File: src/rtl/control_fsm.sv
// Multi-cycle FETCH/DECODE/EXEC/MEM controller for a 16-bit ISA driving the ALU, register file, memory and PC.
// Memory stalls hold FETCH/MEM until mem_ack; reset forces every output low and restarts in FETCH.
module control_fsm (
    input  logic        clk,
    input  logic        reset,
    input  logic [15:0] instr,
    input  logic        mem_ack,
    input  logic        c_in,
    input  logic        l_in,
    input  logic        f_in,
    input  logic        z_in,
    input  logic        n_in,
    output logic        mem_req,
    output logic        mem_we,
    output logic        addr_sel,
    output logic [3:0]  alu_control,
    output logic        imm_sel,
    output logic        imm_sext,
    output logic        b_zero,
    output logic        rf_we,
    output logic        wb_sel,
    output logic [3:0]  rdest,
    output logic [3:0]  rsrc,
    output logic [7:0]  imm,
    output logic        pc_en,
    output logic [1:0]  pc_src
);

    typedef enum logic [1:0] {
        S_FETCH  = 2'd0,
        S_DECODE = 2'd1,
        S_EXEC   = 2'd2,
        S_MEM    = 2'd3
    } state_t;

    state_t      state;
    state_t      state_nxt;
    logic [15:0] ir;

    logic [3:0]  op;
    logic [3:0]  ext;
    logic [3:0]  cond;
    logic [3:0]  alu_key;
    logic        is_rtype;
    logic        is_itype;
    logic        is_load;
    logic        is_stor;
    logic        is_jcond;
    logic        is_bcond;
    logic        cond_true;

    // The N flag is part of the ALU flag bus but no condition code tests it.
    logic        unused_flags;
    assign unused_flags = n_in;

    function automatic logic is_alu_code(input logic [3:0] k);
        case (k)
            4'b0101, 4'b1001, 4'b1011, 4'b0001,
            4'b0010, 4'b0011, 4'b1101: is_alu_code = 1'b1;
            default:                   is_alu_code = 1'b0;
        endcase
    endfunction

    function automatic logic [3:0] alu_code(input logic [3:0] k);
        case (k)
            4'b0101: alu_code = 4'b1000;
            4'b1001: alu_code = 4'b0001;
            4'b1011: alu_code = 4'b0010;
            4'b0001: alu_code = 4'b0011;
            4'b0010: alu_code = 4'b0100;
            4'b0011: alu_code = 4'b0101;
            4'b1111: alu_code = 4'b0110;
            4'b1101: alu_code = 4'b0100;
            default: alu_code = 4'b0000;
        endcase
    endfunction

    assign op       = ir[15:12];
    assign ext      = ir[7:4];
    assign cond     = ir[11:8];
    assign is_rtype = (op == 4'b0000) && is_alu_code(ext);
    assign is_itype = is_alu_code(op) || (op == 4'b1111);
    assign is_load  = (op == 4'b0100) && (ext == 4'b0000);
    assign is_stor  = (op == 4'b0100) && (ext == 4'b0100);
    assign is_jcond = (op == 4'b0100) && (ext == 4'b1100);
    assign is_bcond = (op == 4'b1100);
    // R-type carries its ALU operation in the ext field, I-type in the opcode.
    assign alu_key  = is_rtype ? ext : op;

    always_comb begin
        case (cond)
            4'b0000: cond_true = z_in;
            4'b0001: cond_true = ~z_in;
            4'b0010: cond_true = c_in;
            4'b0011: cond_true = ~c_in;
            4'b0100: cond_true = l_in;
            4'b0101: cond_true = ~l_in;
            4'b0110: cond_true = f_in;
            4'b1110: cond_true = 1'b1;
            default: cond_true = 1'b0;
        endcase
    end

    always_ff @(posedge clk) begin
        if (reset) begin
            state <= S_FETCH;
            ir    <= '0;
        end else begin
            state <= state_nxt;
            if (state == S_FETCH && mem_ack) begin
                ir <= instr;
            end
        end
    end

    always_comb begin
        state_nxt   = state;
        mem_req     = 1'b0;
        mem_we      = 1'b0;
        addr_sel    = 1'b0;
        alu_control = 4'b0000;
        imm_sel     = 1'b0;
        imm_sext    = 1'b0;
        b_zero      = 1'b0;
        rf_we       = 1'b0;
        wb_sel      = 1'b0;
        pc_en       = 1'b0;
        pc_src      = 2'b00;
        rdest       = ir[11:8];
        rsrc        = ir[3:0];
        imm         = ir[7:0];

        case (state)
            S_FETCH: begin
                mem_req = 1'b1;
                if (mem_ack) begin
                    state_nxt = S_DECODE;
                end
            end
            S_DECODE: begin
                if (is_rtype || is_itype) begin
                    state_nxt = S_EXEC;
                end else if (is_load || is_stor) begin
                    state_nxt = S_MEM;
                end else begin
                    pc_en     = 1'b1;
                    state_nxt = S_FETCH;
                    if (is_bcond && cond_true) begin
                        pc_src = 2'b10;
                    end else if (is_jcond && cond_true) begin
                        pc_src = 2'b11;
                    end else begin
                        pc_src = 2'b01;
                    end
                end
            end
            S_EXEC: begin
                alu_control = alu_code(alu_key);
                b_zero      = (alu_key == 4'b1101);
                imm_sel     = is_itype;
                imm_sext    = is_itype && ((op == 4'b0101) || (op == 4'b1001) ||
                                           (op == 4'b1011) || (op == 4'b1101));
                rf_we       = (alu_key != 4'b1011);
                pc_en       = 1'b1;
                pc_src      = 2'b01;
                state_nxt   = S_FETCH;
            end
            S_MEM: begin
                mem_req  = 1'b1;
                addr_sel = 1'b1;
                mem_we   = is_stor;
                if (mem_ack) begin
                    rf_we     = is_load;
                    wb_sel    = is_load;
                    pc_en     = 1'b1;
                    pc_src    = 2'b01;
                    state_nxt = S_FETCH;
                end
            end
            default: state_nxt = S_FETCH;
        endcase

        // Outputs are held low for the whole reset cycle, whatever state was left behind.
        if (reset) begin
            mem_req     = 1'b0;
            mem_we      = 1'b0;
            addr_sel    = 1'b0;
            alu_control = 4'b0000;
            imm_sel     = 1'b0;
            imm_sext    = 1'b0;
            b_zero      = 1'b0;
            rf_we       = 1'b0;
            wb_sel      = 1'b0;
            pc_en       = 1'b0;
            pc_src      = 2'b00;
            rdest       = 4'h0;
            rsrc        = 4'h0;
            imm         = 8'h00;
        end
    end

endmodule
File: config.mk
export PLATFORM = sky130hd
export DESIGN_NAME = control_fsm
export DESIGN_NICKNAME = d
export VERILOG_FILES = /design/src/rtl/control_fsm.sv
export SDC_FILE = /design/constraint.sdc
export NUM_CORES = 1
export LEC_CHECK = 0
export BUFFER_PORTS_ARGS = -buffer_cell sky130_fd_sc_hd__buf_2
export CORE_MARGIN = 2
export CORE_UTILIZATION = 30
export DETAILED_ROUTE_END_ITERATION = 16
export PLACE_DENSITY_LB_ADDON = 0.3
export SKIP_LAST_GASP = 1
export SLEW_MARGIN = 20
export SYNTH_ARGS = -nofsm -noshare
export SYNTH_HDL_FRONTEND = slang
export SYNTH_SLANG_ARGS = --single-unit
File: constraint.sdc
create_clock -name clk -period 2 [get_ports clk]
set_input_delay 0.2 -clock clk [delete_from_list [all_inputs] [get_ports clk]]
set_output_delay 0.2 -clock clk [all_outputs]
set_load 0.02 [all_outputs]
; ---- Word level (Yosys, flattened, before mapping)
; Memories as Yosys holds them, arrays and structs flattened.
; Index checks and enable logic that the tools add are counted.
[word_totals]
reg_bits = 18
mem_bits_ro = 64
inputBits = 24
out_inout_bits = 31
elab_cells = 104
mem_count = 1
[mem_list]
columns = memory, words, word_bits, read_ports, rd_ports_with_merged_regs, write_ports, line
row1 = (name not given), 16, 4, 1, 0, 0, 65  ; case (k)
[classes]
eq_ne = 33
muxes = 43
n_bitwise = 3
reduce_logical = 22
[op_table]
columns = operator, count
row1 = "4-bit equality test, second input constant", 11
row2 = "4-bit by 3-bit equality test with 1-bit output, second input constant", 7
row3 = "4-bit by 2-bit equality test with 1-bit output, second input constant", 6
row4 = 1-bit 2-to-1 mux, 23
row5 = 4-bit 2-to-1 mux, 5
row6 = 2-bit 2-to-1 mux, 9
row7 = 7-bit OR reduction, 2
row8 = "4-bit by 1-bit equality test with 1-bit output, second input constant", 3
row9 = 4-bit zero test, 3
row10 = 1-bit logical AND, 8
row11 = 8-bit 2-to-1 mux, 1
row12 = 1-bit case mux with 8 select lines, 1
row13 = 2-bit case mux with 4 select lines, 1
row14 = 1-bit logical OR, 6
row15 = 2-bit case mux with 3 select lines, 1
row16 = "2-bit equality test, second input constant", 2
row17 = "2-bit != test, second input constant", 2
row18 = "4-bit != test, second input constant", 1
row19 = 1-bit inverter, 3
row20 = 1-bit case mux with 3 select lines, 1
row21 = "2-bit by 1-bit equality test with 1-bit output, second input constant", 1
row22 = 2-bit zero test, 1
row23 = 1-bit case mux with 2 select lines, 1
row24 = 2-bit AND reduction, 1
row25 = 2-bit OR reduction, 1

; ---- Longest topological paths before layout
; Gate-level depths: netlist of run 1.
[depth]
depth_word = 9
ltp_mapped = 7
ltp_nobuf = 6

; ---- Worst setup path after synthesis of run 1
; Ideal clock, no wire load.
[synth_timing]
path_type = register to output
from = register ir[14]
to = output alu_control[2]
t_arrival_ns = 1.710
required_time_ns = 1.800
slack_ns = 0.090
stages_incl_launch_ff = 6
n_path_buf = 1
cell_sequence = dfxtp_1 > clkbuf_8 > a211oi_4 > o2111ai_1 > and2_1 > o32ai_1
[synth_between]
elab_chain_len = 6
[synth_lines]
columns = element, line
row1 = start: declaration, 38  ; logic [15:0] ir;
row2 = start signal: assignment, 111  ; ir <= instr;
row3 = 4-bit zero test, 81  ; assign is_rtype = (op == 4'b0000) && is_alu_code(ext);
row4 = 1-bit logical AND, 81
row5 = 4-bit 2-to-1 mux *, 88  ; assign alu_key = is_rtype ? ext : op;
row6 = memory 16 x 4 bit *, -
row7 = 4-bit 2-to-1 mux *, 133  ; case (state)
row8 = 4-bit 2-to-1 mux *, 184  ; if (reset) begin
row9 = end: declaration, 16  ; output logic [3:0] alu_control,
; Mark *: on every way between the ends. The rest lies on a longest branch, timed or not.

; ---- Final worst setup path of run 1
[layout_timing]
from = register ir[13]
to = output pc_src[1]
[layout_between]
elab_chain_len = 9
elab_cells_between_ends = 28
classes_between = eq/ne (10) / mux (7) / reduce/logical (11)
[layout_lines]
columns = element, line
row1 = 4-bit by 3-bit equality test with 1-bit output, "83, 84, 85"
row2 = 1-bit logical AND, 85  ; assign is_jcond = (op == 4'b0100) && (ext == 4'b1100);
row3 = 1-bit logical AND, 150  ; end else if (is_jcond && cond_true) begin
row4 = 2-bit 2-to-1 mux, 150
row5 = 2-bit 2-to-1 mux, 148  ; if (is_bcond && cond_true) begin
row6 = 2-bit 2-to-1 mux, 143  ; end else if (is_load || is_stor) begin
row7 = 2-bit 2-to-1 mux *, 141  ; if (is_rtype || is_itype) begin
row8 = 2-bit case mux with 3 select lines *, 133
row9 = 2-bit 2-to-1 mux *, 184
row10 = end: declaration, 26  ; output logic [1:0] pc_src
; Marks and branches as above.

==> results.py, run 1 <==
metrics = {
    "yosys": {
        "synth_top_cells_by_count": "nand2_1, a21oi_1, dfxtp_1",
        "yosysMostFrequentCell": "nand2_1",
        "synth_flop_cell": "dfxtp_1",
        "yosys_warnings": 0,
        "synth_top_area_share_pct": 26.79,
        "synth-seq-cells": 18,
        "synth_area_leaders": "dfxtp_1, nand2_1, a21oi_1",
        "yosysSeqAreaShare_pct": 26.79,
        "avgSynthCellArea_sq_um": 7.270,
        "async_flop_share_pct": 0,
        "syn_nets": 214,
        "syn_area_sq_um": 1345,
        "synth_enable_flop_cells": 0,
        "synth_top_area_cell": "dfxtp_1",
        "synth_cell_types": 45,
        "synthCells": 185,
    },
    "min_path": {
        "hold_class": "input pin to register",
        "holdCritStartpoint": "instr[7]",
        "hold_depth": 3,
        "min_to": "ir[7]",
    },
    "clocking": {
        "cts_num_sinks": 18,
        "clock_latency_ns": 0.25,
        "clk_pin_slew_ns": 0.07,
        "clockBufferDepth": 2,
        "root_buffer": "clkbuf_8",
        "tritoncts": "built",
        "cts_max_level": 1,
        "numCtsBuffers": 3,
    },
    "pwr": {
        "ir_drop_mv": 0.2837,
        "p_clk_share_pct": 24.8,
        "power_frac_comb_pct": 34.5,
        "p_seq_share_pct": 40.7,
        "p_sw_w": 0.0003384,
        "power.density_nw_per_um2": 514.8,
        "p_sw_share_pct": 33.19,
        "p_int_w": 0.0006813,
        "p_leak_nw": 0.8895,
    },
    "detailed_routing": {
        "via_per_inst": 4.856,
        "wl_mm": 3.583,
        "vias": 1481,
        "dr.pass1.iters": 4,
        "ant_nets": 0,
        "drc": 0,
        "routedWlPerCell_um": 11.75,
        "drt_iter0_markers": 63,
    },
    "floorplan": {
        "io_pins": 55,
        "dieArea_sq_um": 5035,
        "dieWidth_um": 70.96,
        "coreArea_sq_um": 4324,
        "rows": 24,
        "start_util_pct": 31.11,
        "die_y_um": 70.96,
    },
    "grt": {
        "grt_pass1_wl_mm": 5.968,
        "track_usage_pct": 14.30,
        "antenna_found_initial": 0,
        "grt_remaining_overflow": 0,
        "grt_pass1_vias": 1363,
        "grt_max_degree": 35,
    },
    "timing": {
        "slew_violations": 0,
        "layout_min_cycle_time_ns": 2.078,
        "grt_setup_unrepaired": "true",
        "period_share_pct": 103.9,
        "setup_viol_count_final": 7,
        "relSlewSlack_pct": 67.70,
        "worst_pin_slew_ns": 0.4783,
        "layout_setup_ws_ns": -0.07791,
        "hold-worst-slack_ns": 0.1754,
        "hold_viol": 0,
        "fmax_mhz": 481.3,
        "finalSetupTns_ns": -0.2919,
        "skew_ns": 0.002161,
    },
    "setup_path": {
        "timing.rr.start": "ir[7]",
        "critical_path_arrival_ns": 1.88,
        "critPathBufInv": 1,
        "critPathCaptureType": "primary output",
        "cp_top_family": "simple AND/OR/NAND/NOR gates",
        "critPathRequiredTime_ns": 1.80,
        "reg2reg_depth": 4,
        "slowest_stage": "or3_1",
        "cpPeakStageDelay_ns": 0.48,
        "critPathKind": "register to primary output",
        "crit_chain": "or3_1, nor4_2, nor2_1, nor4b_4, buf_4",
        "r2r-end": "state[1]",
        "path_max_fanout": 7,
        "start_kind": "register",
        "ff2ff_setup_slack_ns": 0.45,
    },
    "finish": {
        "antenna_cells": 0,
        "syn2layout_area_growth_pct": 47.26,
        "fin_nets": 284,
        "nFillCells": 458,
        "drive_gt1_share_pct": 45.45,
        "final_area_sq_um": 1981,
    },
    "run_status": {
        "violations": "setup timing",
        "outcome": "finished, violations left",
    },
    "place": {
        "placed_area_sq_um": 1725,
        "port_buffers": 53,
        "routabilityCongestion": 0.8440,
        "dp_hpwl_mm": 2.607,
    },
    "job": {
        "cap_violations": 0,
    },
}
-- how the worst max path moves through the flow --
stage | startpoint | end | slack, ns | cells past startpoint
after floorplan | ir[14] | alu_control[2] | 0.09 | 5
after global routing | ir[13] | pc_src[1] | -0.19 | 5
final | ir[13] | pc_src[1] | -0.08 | 5
after global placement | ir[8] | pc_src[1] | 0.05 | 5
after CTS | ir[8] | pc_src[1] | -0.08 | 6
after detailed placement | ir[8] | pc_src[1] | 0.05 | 5
-- worst register-to-register path: cells and delay by family (launching register included) --
kind / cells / cell delay, ns
compound gates: 2 / 0.31
flops: 1 / 0.36
simple gates: 2 / 0.83
-- final cells by class --
type	count	area [sq um]	area share (%)
repair buffers	78	489.2	24.70
well taps	52	65.06	3.285
flip-flops and latches	18	377.9	19.08
clock buffers	3	41.29	2.085
inverters	9	33.78	1.706
multi-input cells	145	973.4	49.15
-- layer usage --
layer	global-route usage (%)	share of wire, %	vias up
met5	0	0	-
met4	3.774	0.39	0
met3	1.852	4.4	2
met2	24.20	47	39
met1	19.23	48	664
li1	-	-	776
-- per-stage QoR --
step | power, W | utilization [%] | setup WS (ns) | cells
after floorplan | 0.0006215 | - | 0.09027 | 185
after global placement | 0.0007206 | 39.90 | 0.04854 | 294
after detailed placement | 0.0007227 | 39.90 | 0.05009 | 294
after CTS | 0.001011 | 43.43 | -0.07834 | 303
after global routing | 0.001086 | 45.80 | -0.1925 | 305
final | 0.001020 | 45.80 | -0.07791 | 305
-- placed cells by master (no fill, tap or decap), types with 3 or more instances in the layout --
master,netlist,layout
buf_2,0,46
nand2_1,38,38
buf_4,5,27
a21oi_1,22,20
nor2_1,17,17
nor2b_1,14,12
inv_1,9,8
dfxtp_1,18,8
dfxtp_2,0,8
ha_1,5,5
buf_6,0,5
o21ai_0,4,4
or4b_4,1,3
a211oi_1,3,3
clkbuf_8,1,3
-- power groups by stage --
stage / clock, W / combinational, W / sequential [W]
floorplan: 0 / 0.000204 / 0.000417
global placement: 0 / 0.000301 / 0.000419
detailed placement: 0 / 0.000302 / 0.000420
CTS: 0.000261 / 0.000335 / 0.000415
global route: 0.000277 / 0.000388 / 0.000421
finish: 0.000252 / 0.000352 / 0.000415
-- kinds of logic (layout without fill, tap and decap cells) --
| kind of cell | after synthesis | after routing | share of synthesized area [%] |
|---|---|---|---|
| buf+inv | 22 | 90 | 8.279 |
| compound gates | 46 | 46 | 23.35 |
| fa+ha+maj | 5 | 5 | 4.651 |
| xor+xnor | 1 | 1 | 0.6513 |
| flops | 18 | 18 | 26.79 |
| mux | 2 | 2 | 1.488 |
| simple gates | 91 | 91 | 34.79 |
-- registers in the layout (all words and copies together) (netlist names) --
signal and flops:
ir 16, state 2
-- what timing repair did --
action	4_1_cts	5_1_grt
endpoints found under the hold margin	0	0
setup endpoints to repair	8	10
pin swaps	6	7
hold buffers	0	0
buffers inserted	6	2
gates resized for setup	22	21
(Power assumes the default switching activity.)
==> inputs of run 2 (changes only) <==
--- a/config.mk
+++ b/config.mk
@@ -9,9 +9,10 @@
 export CORE_MARGIN = 2
 export CORE_UTILIZATION = 30
 export DETAILED_ROUTE_END_ITERATION = 16
-export PLACE_DENSITY_LB_ADDON = 0.3
+export PLACE_DENSITY = 0.57
 export SKIP_LAST_GASP = 1
 export SLEW_MARGIN = 20
 export SYNTH_ARGS = -nofsm -noshare
 export SYNTH_HDL_FRONTEND = slang
 export SYNTH_SLANG_ARGS = --single-unit
+export TNS_END_PERCENT = 20
==> results.py, run 2 (same netlist as run 1, synthesis figures left out) <==
metrics = {
    "run_status": {
        "outcome": "finished, violations left",
        "violations": "setup timing",
    },
    "clocking": {
        "cts_num_sinks": 18,
        "tritoncts": "built",
        "numCtsBuffers": 3,
        "clockBufferDepth": 2,
        "cts_max_level": 1,
        "clk_pin_slew_ns": 0.06,
        "root_buffer": "clkbuf_8",
        "clock_latency_ns": 0.24,
    },
    "pwr": {
        "power.density_nw_per_um2": 524.4,
        "p_total_w": 0.001007,
        "ir_drop_mv": 0.2752,
        "p_leak_nw": 0.8670,
    },
    "detailed_routing": {
        "wl_mm": 3.650,
        "vias": 1421,
        "routedWlPerCell_um": 12.09,
        "drt_iter0_markers": 56,
        "via_per_inst": 4.705,
        "ant_nets": 0,
        "drc": 0,
        "dr.pass1.iters": 4,
    },
    "grt": {
        "grt_pass1_wl_mm": 5.713,
        "grt_remaining_overflow": 0,
        "grt_max_degree": 35,
        "track_usage_pct": 13.66,
        "grt_pass1_vias": 1244,
        "antenna_found_initial": 0,
    },
    "place": {
        "port_buffers": 53,
        "pre_cts_slack_ns": 0.05547,
        "dp_hpwl_mm": 2.652,
        "routabilityCongestion": 0.8050,
    },
    "finish": {
        "antenna_cells": 0,
        "multi_input_area_sq_um": 950.9,
        "largest_reg_flops": 16,
        "layout_common_cells": "buf_2, nand2_1, buf_4",
        "utilization_pct": 44.42,
        "final_common_cell": "buf_2",
        "top_register": "ir",
        "regArea_sq_um": 381.6,
        "syn2layout_area_growth_pct": 42.79,
        "fin_nets": 281,
        "drive_gt1_share_pct": 46.00,
        "top_regs": "ir: 16 flops, state: 2 flops",
        "nFillCells": 461,
    },
    "setup_path": {
        "cp_top_family": "simple AND/OR/NAND/NOR gates",
        "cpPeakStageDelay_ns": 0.56,
        "critPathBufInv": 1,
        "cp-startpoint": "ir[5]",
        "critPathKind": "register to primary output",
        "ff2ff_setup_slack_ns": 0.45,
        "critPathCaptureType": "primary output",
        "critPathRequiredTime_ns": 1.80,
        "path_max_fanout": 5,
        "timing.rr.start": "ir[5]",
        "critical_path_arrival_ns": 1.86,
        "crit_chain": "or4b_4, or2_4, nand4_1, a21oi_2, buf_4",
        "start_kind": "register",
        "slowest_stage": "or4b_4",
    },
    "floorplan": {
        "coreArea_sq_um": 4324,
        "io_pins": 55,
        "rows": 24,
        "start_util_pct": 31.11,
        "die_y_um": 70.96,
        "dieArea_sq_um": 5035,
        "dieWidth_um": 70.96,
    },
    "timing": {
        "setup_viol_count_final": 5,
        "layout_setup_ws_ns": -0.05501,
        "grt_setup_unrepaired": "true",
        "hold-worst-slack_ns": 0.1802,
        "hold_viol": 0,
        "relSlewSlack_pct": 77.43,
        "worst_pin_slew_ns": 0.3386,
        "period_share_pct": 102.8,
        "fmax_mhz": 486.6,
        "skew_ns": 0.001950,
        "layout_min_cycle_time_ns": 2.055,
        "slew_violations": 0,
    },
    "min_path": {
        "hold_class": "input pin to register",
        "holdCritStartpoint": "instr[15]",
    },
    "job": {
        "cap_violations": 0,
    },
}
==> run 2: path summary, 6_finish.rpt <==
check              to  depth (start not counted)
max             pc_en                          5
max reg2reg  state[1]                          4
min            ir[15]                          3
min reg2reg     ir[3]                          2
==> run 2: metrics by stage <==
step | cell area (sq um) | TNS (ns) | instances
2_1_floorplan | 1345 | 0 | 185
3_3_place_gp | 1710 | 0 | 292
3_5_place_dp | 1710 | 0 | 292
4_1_cts | 1804 | -0.6539 | 300
5_1_grt | 1921 | -0.8508 | 302
6_report | 1921 | -0.1677 | 302
==> run 2: report_power, final <==
group	total [W]	switching (W)	internal, W
Sequential	0.000421	0.0000333	0.000387
Combinational	0.000346	0.000188	0.000159
Clock	0.000240	0.000107	0.000133
Total	0.00101	0.000328	0.000680
==> run 2: metal layers <==
layer / vias up / routed length (um) / GRT usage, %
li1: 766 / - / -
met1: 621 / 1749 / 18.62
met2: 34 / 1696 / 22.43
met3: 0 / 203 / 2.564
met4: 0 / 0 / 3.145
met5: - / 0 / 0
==> run 2: cell type report <==
cell class / count / area share (%)
repair buffers: 75 / 23.32
clock buffers: 3 / 2.150
inverters: 9 / 1.759
multi-input cells: 145 / 49.51
flip-flops and latches: 18 / 19.87
well taps: 52 / 3.388
==> run 2: repair_timing <==
item	CTS	global route
hold buffers	0	0
setup buffers	5	2
endpoints found under the setup margin	7	10
pin swaps	3	11
resized for setup	6	30
==> run 2: worst reg2reg max path: stages, from the launching register on <==
cell and delay (ns):
dfxtp_4 0.37, or4b_4 0.56, or2_4 0.26, a31oi_1 0.19, o21ba_1 0.13
